==> src/rtl/uart_tx_fifo.sv <==
// UART transmitter with a small byte FIFO: idle low, start high, 8 data LSB first, stop low.
// Define UART_TX_PARITY_EN to insert an even-parity bit between the data bits and the stop bit.
module uart_tx_fifo #(
  parameter int DIV   = 8,
  parameter int DEPTH = 4
) (
  input  logic       ref_clk,
  input  logic       reset,
  input  logic [7:0] in,
  input  logic       valid,
  output logic       ready,
  output logic       out,
  output logic       busy
);

  localparam int AW = $clog2(DEPTH);
  localparam logic [7:0] DIV_LAST = 8'(DIV - 1);

  typedef enum logic [2:0] {
    IDLE,
    START,
    DATA,
`ifdef UART_TX_PARITY_EN
    PARITY,
`endif
    STOP
  } state_e;

  logic [7:0]  mem_q [DEPTH];
  logic [AW:0] wptr_q, wptr_d;
  logic [AW:0] rptr_q, rptr_d;
  logic        full, empty, push, pop;
  logic [7:0]  head;

  state_e      state_q, state_d;
  logic [7:0]  div_q, div_d;
  logic [2:0]  bit_q, bit_d;
  logic [7:0]  shift_q, shift_d;
  logic        out_q, out_d;
  logic        busy_q, busy_d;
  logic        last;
`ifdef UART_TX_PARITY_EN
  logic        par_q, par_d;
`endif

  assign full  = (wptr_q[AW] != rptr_q[AW]) &&
                 (wptr_q[AW-1:0] == rptr_q[AW-1:0]);
  assign empty = (wptr_q == rptr_q);
  assign ready = !full;
  assign push  = valid && !full;
  assign head  = mem_q[rptr_q[AW-1:0]];
  assign last  = (div_q == DIV_LAST);
  assign out   = out_q;
  assign busy  = busy_q;

  // FIFO storage; contents need no reset since the pointers gate them
  always_ff @(posedge ref_clk) begin
    if (push) mem_q[wptr_q[AW-1:0]] <= in;
  end

  // Frame sequencer: next state, bit timing, shift register and line level
  always_comb begin
    state_d = state_q;
    div_d   = last ? 8'd0 : div_q + 8'd1;
    bit_d   = bit_q;
    shift_d = shift_q;
    out_d   = out_q;
    pop     = 1'b0;
`ifdef UART_TX_PARITY_EN
    par_d   = par_q;
`endif
    unique case (state_q)
      IDLE: begin
        div_d = 8'd0;
        out_d = 1'b0;
        if (!empty) begin
          pop     = 1'b1;
          shift_d = head;
          state_d = START;
          out_d   = 1'b1;
`ifdef UART_TX_PARITY_EN
          par_d   = ^head;
`endif
        end
      end
      START: begin
        if (last) begin
          state_d = DATA;
          out_d   = shift_q[0];
        end
      end
      DATA: begin
        if (last) begin
          if (bit_q == 3'd7) begin
            bit_d = 3'd0;
`ifdef UART_TX_PARITY_EN
            state_d = PARITY;
            out_d   = par_q;
`else
            state_d = STOP;
            out_d   = 1'b0;
`endif
          end else begin
            bit_d   = bit_q + 3'd1;
            shift_d = shift_q >> 1;
            out_d   = shift_q[1];
          end
        end
      end
`ifdef UART_TX_PARITY_EN
      PARITY: begin
        if (last) begin
          state_d = STOP;
          out_d   = 1'b0;
        end
      end
`endif
      STOP: begin
        if (last) begin
          if (!empty) begin
            pop     = 1'b1;
            shift_d = head;
            state_d = START;
            out_d   = 1'b1;
`ifdef UART_TX_PARITY_EN
            par_d   = ^head;
`endif
          end else begin
            state_d = IDLE;
            out_d   = 1'b0;
          end
        end
      end
      default: begin
        state_d = IDLE;
        div_d   = 8'd0;
        bit_d   = 3'd0;
        out_d   = 1'b0;
      end
    endcase
  end

  // Pointer updates and the busy flag derived from next-cycle state
  always_comb begin
    wptr_d = wptr_q + (AW+1)'(push);
    rptr_d = rptr_q + (AW+1)'(pop);
    busy_d = (state_d != IDLE) || (wptr_d != rptr_d);
  end

  // All control state, synchronously reset
  always_ff @(posedge ref_clk) begin
    if (reset) begin
      wptr_q  <= '0;
      rptr_q  <= '0;
      state_q <= IDLE;
      div_q   <= 8'd0;
      bit_q   <= 3'd0;
      shift_q <= 8'd0;
      out_q   <= 1'b0;
      busy_q  <= 1'b0;
`ifdef UART_TX_PARITY_EN
      par_q   <= 1'b0;
`endif
    end else begin
      wptr_q  <= wptr_d;
      rptr_q  <= rptr_d;
      state_q <= state_d;
      div_q   <= div_d;
      bit_q   <= bit_d;
      shift_q <= shift_d;
      out_q   <= out_d;
      busy_q  <= busy_d;
`ifdef UART_TX_PARITY_EN
      par_q   <= par_d;
`endif
    end
  end

endmodule
==> config.mk <==
export PLATFORM = sky130hd
export DESIGN_NAME = uart_tx_fifo
export DESIGN_NICKNAME = d
export VERILOG_FILES = /design/src/rtl/uart_tx_fifo.sv
export SDC_FILE = /design/constraint.sdc
export NUM_CORES = 1
export LEC_CHECK = 0
export ABC_AREA = 1
export CAP_MARGIN = 20
export CORE_MARGIN = 3
export CORE_UTILIZATION = 55
export DETAILED_ROUTE_END_ITERATION = 12
export PLACE_DENSITY = 0.74
export SYNTH_ARGS = -nofsm -noshare
export SYNTH_HDL_FRONTEND = slang
export SYNTH_SLANG_ARGS = --single-unit
==> constraint.sdc <==
create_clock -name ref_clk -period 2.3 [get_ports ref_clk]
set_clock_uncertainty 0.1 [all_clocks]
set_input_delay 0.345 -clock ref_clk [delete_from_list [all_inputs] [get_ports ref_clk]]
set_output_delay 0.345 -clock ref_clk [all_outputs]
set_load 0.01 [all_outputs]
Word-level counts from Yosys, hierarchy flattened

Memories as Yosys holds them, arrays and structs flattened. A register that Yosys moved wholly into a read port is not among the register bits.
Cells that the tools add are included.

Register bits: 30
Bits in writable memories: 32
Input bits: 11
Output and inout bits: 3
Memories kept: 1

$add $sub $neg: 4
Eq/ne operators: 13
Mux-type cells: 26
Bitwise operators: 2
Reductions and logical operators: 13

Memory list:

| name  | words | width | read ports | clocked after Yosys merged registers in | write ports | RTL line | source |
|---|---|---|---|---|---|---|---|
| mem_q | 4     | 8     | 1          | 1                                       | 1           | 29       | `logic [7:0] mem_q [DEPTH];` |

Operators with widths:

| operator            | number |
|---|---|
| $mux 8              | 4 |
| $pmux 8 s3          | 1 |
| $mux 3              | 7 |
| $pmux 3 s4          | 1 |
| $mux 1              | 9 |
| $reduce_or 3->1     | 3 |
| $add 8x1->8 const B | 1 |
| $eq 8x3->1 const B  | 1 |
| $ne 2x2->1 const B  | 4 |
| $add 3x1->3         | 2 |
| $eq 3x2->1 const B  | 2 |
| $pmux 3 s2          | 1 |
| $reduce_bool 3->1   | 2 |
| $pmux 1 s4          | 1 |
| $reduce_and 4->1    | 1 |
| $add 3x1->3 const B | 1 |
| $eq 3x1->1 const B  | 1 |
| $eq 3x3->1          | 1 |
| $eq 3x3->1 const B  | 1 |
| $logic_not 3->1     | 1 |
| $ne 3x3->1          | 1 |
| $reduce_and 3->1    | 1 |
| $eq 2x2->1          | 1 |
| $logic_and 1x1->1   | 2 |
| 7 further kinds     | 8 |

Logic depth before layout (Yosys ltp)

Gate-level depths: netlist (run 1).

Word-level depth: 7
Gate-level depth with buffers: 14
Mapped depth without buffers: 14

Worst setup path before layout (run 1)

Ideal clock, no wire load.

Path kind: flip-flop to flip-flop
Start: reg rptr_q[1]
End: reg busy_q (netlist: busy)
Setup time: 116 ps
Arrival time: 2022 ps
Data required time: 2084 ps
Setup slack: 62 ps
Stages on the path, launching flop included: 15
Clock period less this slack: 2238 ps
Cells stage by stage: dfxtp_1 > buf_4 > inv_4 > nand2_1 > nand2_1 > nand3_1 > nand2_1 > inv_1 > ha_1 > ha_1 > xor2_1 > nor3_1 > o21ai_0 > o21ai_0 > nand2_1

Longest elaborated chain between the ends: 7
Elaborated cells on any way between the ends: 17
Classes of those cells: add/sub: 2; eq/ne: 3; mux: 7; reduce/logical: 5

Ends and longest elaborated chain:

| element                | RTL line | source |
|---|---|---|
| from (decl)            | 31       | `logic [AW:0] rptr_q, rptr_d;` |
| from (signal assigned) | 166      | `rptr_q <= rptr_d;` |
| $eq 2x2->1             | 47       | `(wptr_q[AW-1:0] == rptr_q[AW-1:0]);` |
| $logic_and 1x1->1      | 46       | `assign full = (wptr_q[AW] != rptr_q[AW]) &&` |
| $logic_not 1->1        | n/a      |  |
| net ready              | 11       | `output logic ready,` |
| $logic_and 1x1->1      | 50       | `assign push = valid && !full;` |
| $add 3x1->3            | 145      | `wptr_d = wptr_q + (AW+1)'(push);` |
| net wptr_d[1]          | 30       | `logic [AW:0] wptr_q, wptr_d;` |
| $ne 3x3->1             | 147      | `busy_d = (state_d != IDLE) \|\| (wptr_d != rptr_d);` |
| $logic_or 1x1->1       | 147      |  |
| to (signal assigned)   | 172      | `busy_q <= busy_d;` |
| to (decl)              | 40       | `logic busy_q, busy_d;` |

The timed path passes the listed nets, and every way through them passes these cells.
A chain may end at the register's enable or synchronous reset.

Final worst setup path (run 1)

Start: reg div_q[0]
End: reg busy_q (netlist: busy)

Longest elaborated chain between the ends: 6
Elaborated cells on any way between the ends: 11
Classes of those cells: add/sub: 1; eq/ne: 2; mux: 6; reduce/logical: 2

Ends and longest elaborated chain:

| element                | RTL line | source |
|---|---|---|
| from (decl)            | 36       | `logic [7:0] div_q, div_d;` |
| from (signal assigned) | 168      | `div_q <= div_d;` |
| $eq 8x3->1             | 52       | `assign last = (div_q == DIV_LAST);` |
| $mux 1                 | 119      | `if (last) begin` |
| $pmux 1 s2             | 72       | `unique case (state_q)` |
| $add 3x1->3            | 146      | `rptr_d = rptr_q + (AW+1)'(pop);` |
| net rptr_d[1]          | 31       |  |
| $ne 3x3->1             | 147      |  |
| $logic_or 1x1->1       | 147      |  |

The timed path passes the listed nets, and every way through them passes these cells.

==> results of run 1 <==
## placed cells by master (no fill, tap or decap), types with 2 or more instances in the layout
| cell | n |
|---|---|
| a21boi_0 | 5 |
| clkinv_2 | 2 |
| nand2_1 | 83 |
| nand2_2 | 3 |
| nor3_1 | 8 |
| clkbuf_8 | 9 |
| edfxtp_1 | 32 |
| ha_1 | 6 |
| inv_1 | 56 |
| nor2_1 | 46 |
| nand3_2 | 3 |
| o21ai_0 | 8 |
| clkinvlp_4 | 3 |
| dfxtp_1 | 23 |
| nor2_8 | 2 |
| dfxtp_2 | 6 |
| inv_4 | 3 |
| nor2_4 | 3 |
| clkdlybuf4s50_1 | 13 |
| xor2_1 | 2 |
| buf_4 | 13 |
| nand3_1 | 29 |
| o21ai_1 | 2 |
| inv_2 | 2 |
| a21oi_1 | 6 |
| xnor2_1 | 3 |
| nand4_1 | 2 |
## power by group through the flow
stage,clock network [W],logic [W],registers (W)
3_5_place_dp,0,0.000331,0.00128
5_1_grt,0.000889,0.000385,0.00126
4_1_cts,0.000849,0.000334,0.00126
6_report,0.000825,0.000335,0.00126
3_3_place_gp,0,0.000323,0.00128
2_1_floorplan,0,0.000230,0.00128
## per-stage QoR
stage	cells	hold slack (ps)	utilization [%]
finish	453	355.3	69.47
global route	453	394.9	69.47
CTS	453	358.8	68.53
detailed placement	437	348.0	65.01
global placement	437	337.6	65.01
floorplan	351	330.3	-
## worst paths after layout
| check | start | endpoint | slack, ps | cells past startpoint |
|---|---|---|---|---|
| max | div_q[0]$_SDFF_PP0_ | busy$_SDFF_PP0_ | 170 | 12 |
| min | out$_SDFFE_PP0P_ | out$_SDFFE_PP0P_ | 360 | 2 |
| max reg2reg | div_q[0]$_SDFF_PP0_ | busy$_SDFF_PP0_ | 170 | 12 |
| min reg2reg | out$_SDFFE_PP0P_ | out$_SDFFE_PP0P_ | 360 | 2 |
## registers in the layout (all words and copies together) (netlist names)
name	cells
bit_q	3
busy	1
mem_q	32
div_q	8
wptr_q	3
state_q	3
rptr_q	3
out	1
shift_q	8
## kinds of logic after synthesis
| group | after synthesis |
|---|---|
| AND/OR/NAND/NOR | 183 |
| flip-flops | 62 |
| adder cells (fa/ha/maj) | 7 |
| XOR/XNOR | 6 |
| buffers and inverters | 68 |
| AO/OA/AOI/OAI | 24 |
| other | 1 |
## timing repair
item | 4_1_cts | 5_1_grt
endpoints found under the setup margin | 0 | 1
endpoints found under the hold margin | 0 | 0
resized for setup | 0 | 18
## final cells by class
type | instances | area [µm²]
Sequential cell | 62 | 1573
Fill cell | 398 | 1509
Multi-Input combinational cell | 221 | 1139
Inverter | 61 | 236.5
Timing Repair Buffer | 26 | 227.7
Clock buffer | 9 | 123.9
Tap cell | 67 | 83.83
Clock inverter | 7 | 50.05
## synth_stat cells, drive strengths merged
library cell,instances,share of area [%]
a22oi,1,0.26
xor2,2,0.60
ha,7,3.0
nor3,8,1.4
dfxtp,30,20
inv,61,8.0
xnor2,4,1.2
nand4,2,0.43
nand3,32,6.0
a21oi,7,1.2
edfxtp,32,33
o21ai,11,1.9
and2,1,0.21
buf,4,0.98
nand3b,1,0.26
nand2,86,11
nor2,52,8.6
nor3b,1,0.26
clkbuf,3,0.38
a21boi,5,1.3
conb,1,0.13
## metal layers
layer  wire length (µm)  track usage, %  part of all wire (%)
met4                 93           8.076                   1.7
met3                312           6.803                   5.6
met1               2430           24.23                    44
met2               2696           33.33                    49
met5                  0               0                     0
## critical path, delay by kind of cell (launching register included)
| kind | cells | cell delay (ps) |
|---|---|---|
| xor gates and xnor gates | 1 | 150 |
| DFF | 1 | 370 |
| AOI/OAI and AO/OA | 3 | 380 |
| buffers and inverters | 1 | 80 |
| adders and majority gates | 3 | 560 |
| and+or+nand+nor | 4 | 380 |
==> flow_summary.yaml, run 1 <==
outcome:
  status: "finished clean"
critical_path:
  startpoint_type: "flop"
  slowest_stage: "dfxtp_2"
  cpPeakStageDelay_ps: 370
  critical_path_class: "reg -> reg"
  arrival_ps: 2280
  crit_chain: "ha_4 -> nand3_2 -> nor2_4 -> inv_1 -> a21oi_2 -> ha_1 -> ha_1 -> xor2_1 -> nor3_1 -> o21ai_0 -> o21ai_1 -> nand2_1"
  critical_path_required_ps: 2440
  cpMostUsedCell: "ha_1"
  worstSetupEndpointType: "flop"
  crit_fanout: 4
routing:
  via_per_inst: 4.976
  ant_nets: 0
  drtIter0Drc: 116
  wl_per_cell_um: 12.21
  dr_total_vias: 2254
  drt-total-wl_um: 5533
  drcViolationCount: 0
  dr.pass1.iters: 5
timing:
  fmax_mhz: 468.7
  worst_slack_ps: 166.5
  setup_tns_ps: 0
  finalSetupViolCount: 0
  hold_viol_final: 0
  period_share_pct: 92.76
  fin_crit_ps: 2134
  drv_slew: 0
clocking:
  clock_sinks: 62
  h-tree-depth: 3
  cts_buffers: 9
  clk_latency_ps: 340
  clockRootBuffer: "clkbuf_8"
  cts.clk_slew.worst_paths_ps: 70
  cts_tree: "done"
  clockBufferDepth: 2
  postCtsSetupRepairBufs: 0
  cts-hold-fix-buffers: 0
power:
  clkPwrFrac_pct: 34.1
  powerDensity_mw_per_mm2: 704.0
  cell_internal_pwr_w: 0.001751
  p_sw_w: 0.0006661
  pwr-share-seq_pct: 52.0
  power_frac_comb_pct: 13.9
  vdd_drop_max_uv: 536.3
  p_total_w: 0.002417
  power_switching_share_pct: 27.56
  power.leakage_nw: 1.535
min_path:
  hold_class: "reg -> reg"
cells_and_area:
  antenna-diode-count: 0
  nets: 399
  drive_above_1_share_pct: 14.77
  area_delta_synth_final_pct: 16.72
  final_area_mm2: 0.003433
synth:
  yosysSeqAreaShare_pct: 53.08
  synth_top_family_by_area: "simple AND/OR/NAND/NOR gates"
  synth.area.mux_share_pct: 0
  synth_compound_area_share_pct: 4.594
  synth_fa_ha_area_share_pct: 2.977
  synth_area_mm2: 0.002942
  synth-simple-area-share_pct: 28.03
  synth_xor_area_share_pct: 1.786
  syn_nets: 369
  yosysWarnings: 0
  syn_inst: 351
  synth_seq_cells: 62
  synth_cell_type_count: 30
  syn_avg_cell_area_um2: 8.381
global_route:
  grt_max_degree: 17
  grt_overflow: 0
  grt_pass1_wl_um: 9577
  grt_pass1_vias: 2202
  track_usage_pct: 20.19
  antenna_found_initial: 0
die:
  io_pins: 14
  start_util_pct: 59.52
  core_area_mm2: 0.004942
  die_h_um: 79.13
  rows: 25
  die_x_um: 79.13
  die_area_mm2: 0.006262
job:
  cap_violations: 0
place:
  dp_hpwl_um: 3843
  portBuffers: 13
  place_congestion: 0.8446
  place_area_mm2: 0.003213
  pre_cts_ws_ps: 44.32
(Power assumes the default switching activity.)
==> inputs of run 2 (changes only) <==
--- a/config.mk
+++ b/config.mk
@@ -9,6 +9,7 @@
 export CAP_MARGIN = 20
 export CORE_MARGIN = 3
 export CORE_UTILIZATION = 55
+export CTS_CLUSTER_SIZE = 24
 export DETAILED_ROUTE_END_ITERATION = 12
 export PLACE_DENSITY = 0.74
 export SYNTH_ARGS = -nofsm -noshare
==> results of run 2 <==
The final DEF is identical to that of run 1; final timing and power are the same.
==> inputs of run 3 (changes only) <==
--- a/config.mk
+++ b/config.mk
@@ -11,6 +11,7 @@
 export CORE_UTILIZATION = 55
 export CTS_CLUSTER_SIZE = 24
 export DETAILED_ROUTE_END_ITERATION = 12
+export MAX_ROUTING_LAYER = met4
 export PLACE_DENSITY = 0.74
 export SYNTH_ARGS = -nofsm -noshare
 export SYNTH_HDL_FRONTEND = slang
==> run 3 against run 2 <==
  * Global-route usage is 0.55 points higher
  * Total power is 0.23% higher
  * Cell count stayed put
  * Core utilization stayed put
  * Critical endpoint unchanged
  * Combinational power hardly changed
  * Via count is 0.22% lower
==> flow_summary.yaml, run 3 (synthesis results as in run 1) <==
outcome:
  status: "finished clean"
cells_and_area:
  seq_area_mm2: 0.001573
  antenna-diode-count: 0
  layout.cells.non_filler: 453
  final_core_util_pct: 69.47
  area_delta_synth_final_pct: 16.72
  nets: 399
  final_common_cell: "nand2_1"
  fill_cells: 398
  final_cell_mix: "nand2_1, inv_1, nor2_1"
  largest_reg_flops: 32
  drive_above_1_share_pct: 14.77
  final_area_mm2: 0.003433
  multi_input_area_mm2: 0.001139
power:
  powerDensity_mw_per_mm2: 705.6
  power.leakage_nw: 1.535
  vdd_drop_max_uv: 536.3
die:
  start_util_pct: 59.52
  core_area_mm2: 0.004942
  die_x_um: 79.13
  die_area_mm2: 0.006262
  io_pins: 14
  die_h_um: 79.13
  rows: 25
routing:
  dr_total_vias: 2249
  ant_nets: 0
  via_per_inst: 4.965
  wl_per_cell_um: 12.22
  dr.pass1.iters: 4
  drt-total-wl_um: 5537
  drcViolationCount: 0
  drtIter0Drc: 110
clocking:
  clk_latency_ps: 350
  clock_sinks: 62
  postCtsSetupRepairBufs: 0
  clockRootBuffer: "clkbuf_8"
  clockBufferDepth: 2
  cts_tree: "done"
  cts_buffers: 9
  cts.clk_slew.worst_paths_ps: 70
  h-tree-depth: 3
timing:
  fin_crit_ps: 2136
  drv_slew: 0
  setup_tns_ps: 0
  period_share_pct: 92.86
  fmax_mhz: 468.2
  hold_viol_final: 0
  worst_slack_ps: 164.1
  finalSetupViolCount: 0
place:
  place_area_mm2: 0.003213
  pre_cts_ws_ps: 44.32
  dp_hpwl_um: 3843
  place_congestion: 0.8579
  placed_cells: 437
  portBuffers: 13
critical_path:
  crit_fanout: 5
  r2r-end: "busy$_SDFF_PP0_"
  r2r_start: "wptr_q[0]$_SDFF_PP0_"
  ff2ff_setup_slack_ps: 160
  critical_path_required_ps: 2450
  crit_start: "wptr_q[0]$_SDFF_PP0_"
  worstSetupEndpointType: "flop"
  startpoint_type: "flop"
  arrival_ps: 2280
  critical_path_class: "reg -> reg"
  rr_worst_depth: 13
  crit_path_end: "busy$_SDFF_PP0_"
global_route:
  track_usage_pct: 20.75
  grt_overflow: 0
  grt_max_degree: 17
  grt_pass1_vias: 2197
  grt_pass1_wl_um: 9584
  antenna_found_initial: 0
job:
  cap_violations: 0
min_path:
  hold_class: "reg -> reg"
-- run 3: cell counts in the layout (fill, tap and decap cells not counted) --
No cell type changed its count.
-- run 3: how the worst min path moves through the flow --
| stage | from | slack [ps] | cells past startpoint | endpoint |
|---|---|---|---|---|
| 6_report | out$_SDFFE_PP0P_ | 360 | 2 | out$_SDFFE_PP0P_ |
| 5_1_grt | out$_SDFFE_PP0P_ | 390 | 2 | out$_SDFFE_PP0P_ |
| 4_1_cts | out$_SDFFE_PP0P_ | 360 | 2 | out$_SDFFE_PP0P_ |
| 3_5_place_dp | out$_SDFFE_PP0P_ | 350 | 2 | out$_SDFFE_PP0P_ |
| 3_3_place_gp | out$_SDFFE_PP0P_ | 340 | 2 | out$_SDFFE_PP0P_ |
| 2_1_floorplan | div_q[0]$_SDFF_PP0_ | 330 | 1 | div_q[0]$_SDFF_PP0_ |
-- run 3: repair_timing --
| item | CTS | global route |
|---|---|---|
| hold buffers | 0 | 0 |
| setup endpoints to repair | 0 | 1 |
| gates resized for setup | 0 | 18 |
-- run 3: layout make-up --
class                      count  share of cell area, %
clock inverter                 7                  1.458
timing repair buffer          26                  6.633
clock buffer                   9                  3.608
inverter                      61                  6.888
tap                           67                  2.442
sequential                    62                  45.81
multi-input combinational    221                  33.16
-- run 3: per-layer routing --
layer | wire length (µm) | share of wire [%] | GRT usage [%] | up-vias
li1 | - | - | - | 1167
met4 | 95 | 1.7 | 8.076 | 0
met5 | 0 | 0 | - | -
met2 | 2695 | 49 | 33.42 | 43
met1 | 2481 | 45 | 24.15 | 1029
met3 | 265 | 4.8 | 6.803 | 10
-- run 3: critical path, stage by stage, from the launching register on --
cell     delay [ps]
dfxtp_2         350
inv_1           100
nand2_1          70
nand2_2          80
nand3_1         110
nand2_1         120
inv_1            50
ha_1            170
ha_1            290
xor2_1          170
nor3_1          120
o21ai_0         110
o21ai_1         130
nand2_1          60
-- run 3: where the power goes --
| part | internal (W) | switching [W] | total (W) |
|---|---|---|---|
| clock network | 0.000390 | 0.000438 | 0.000828 |
| logic | 0.000132 | 0.000206 | 0.000337 |
| registers | 0.00123 | 0.0000282 | 0.00126 |
| total | 0.00175 | 0.000672 | 0.00242 |
-- run 3: through the flow --
stage          hold WS [ps]  power, W
2_1_floorplan         330.3  0.001507
3_3_place_gp          337.6  0.001601
3_5_place_dp          348.0  0.001612
4_1_cts               358.8  0.002438
5_1_grt               394.9  0.002537
6_report              355.2  0.002423
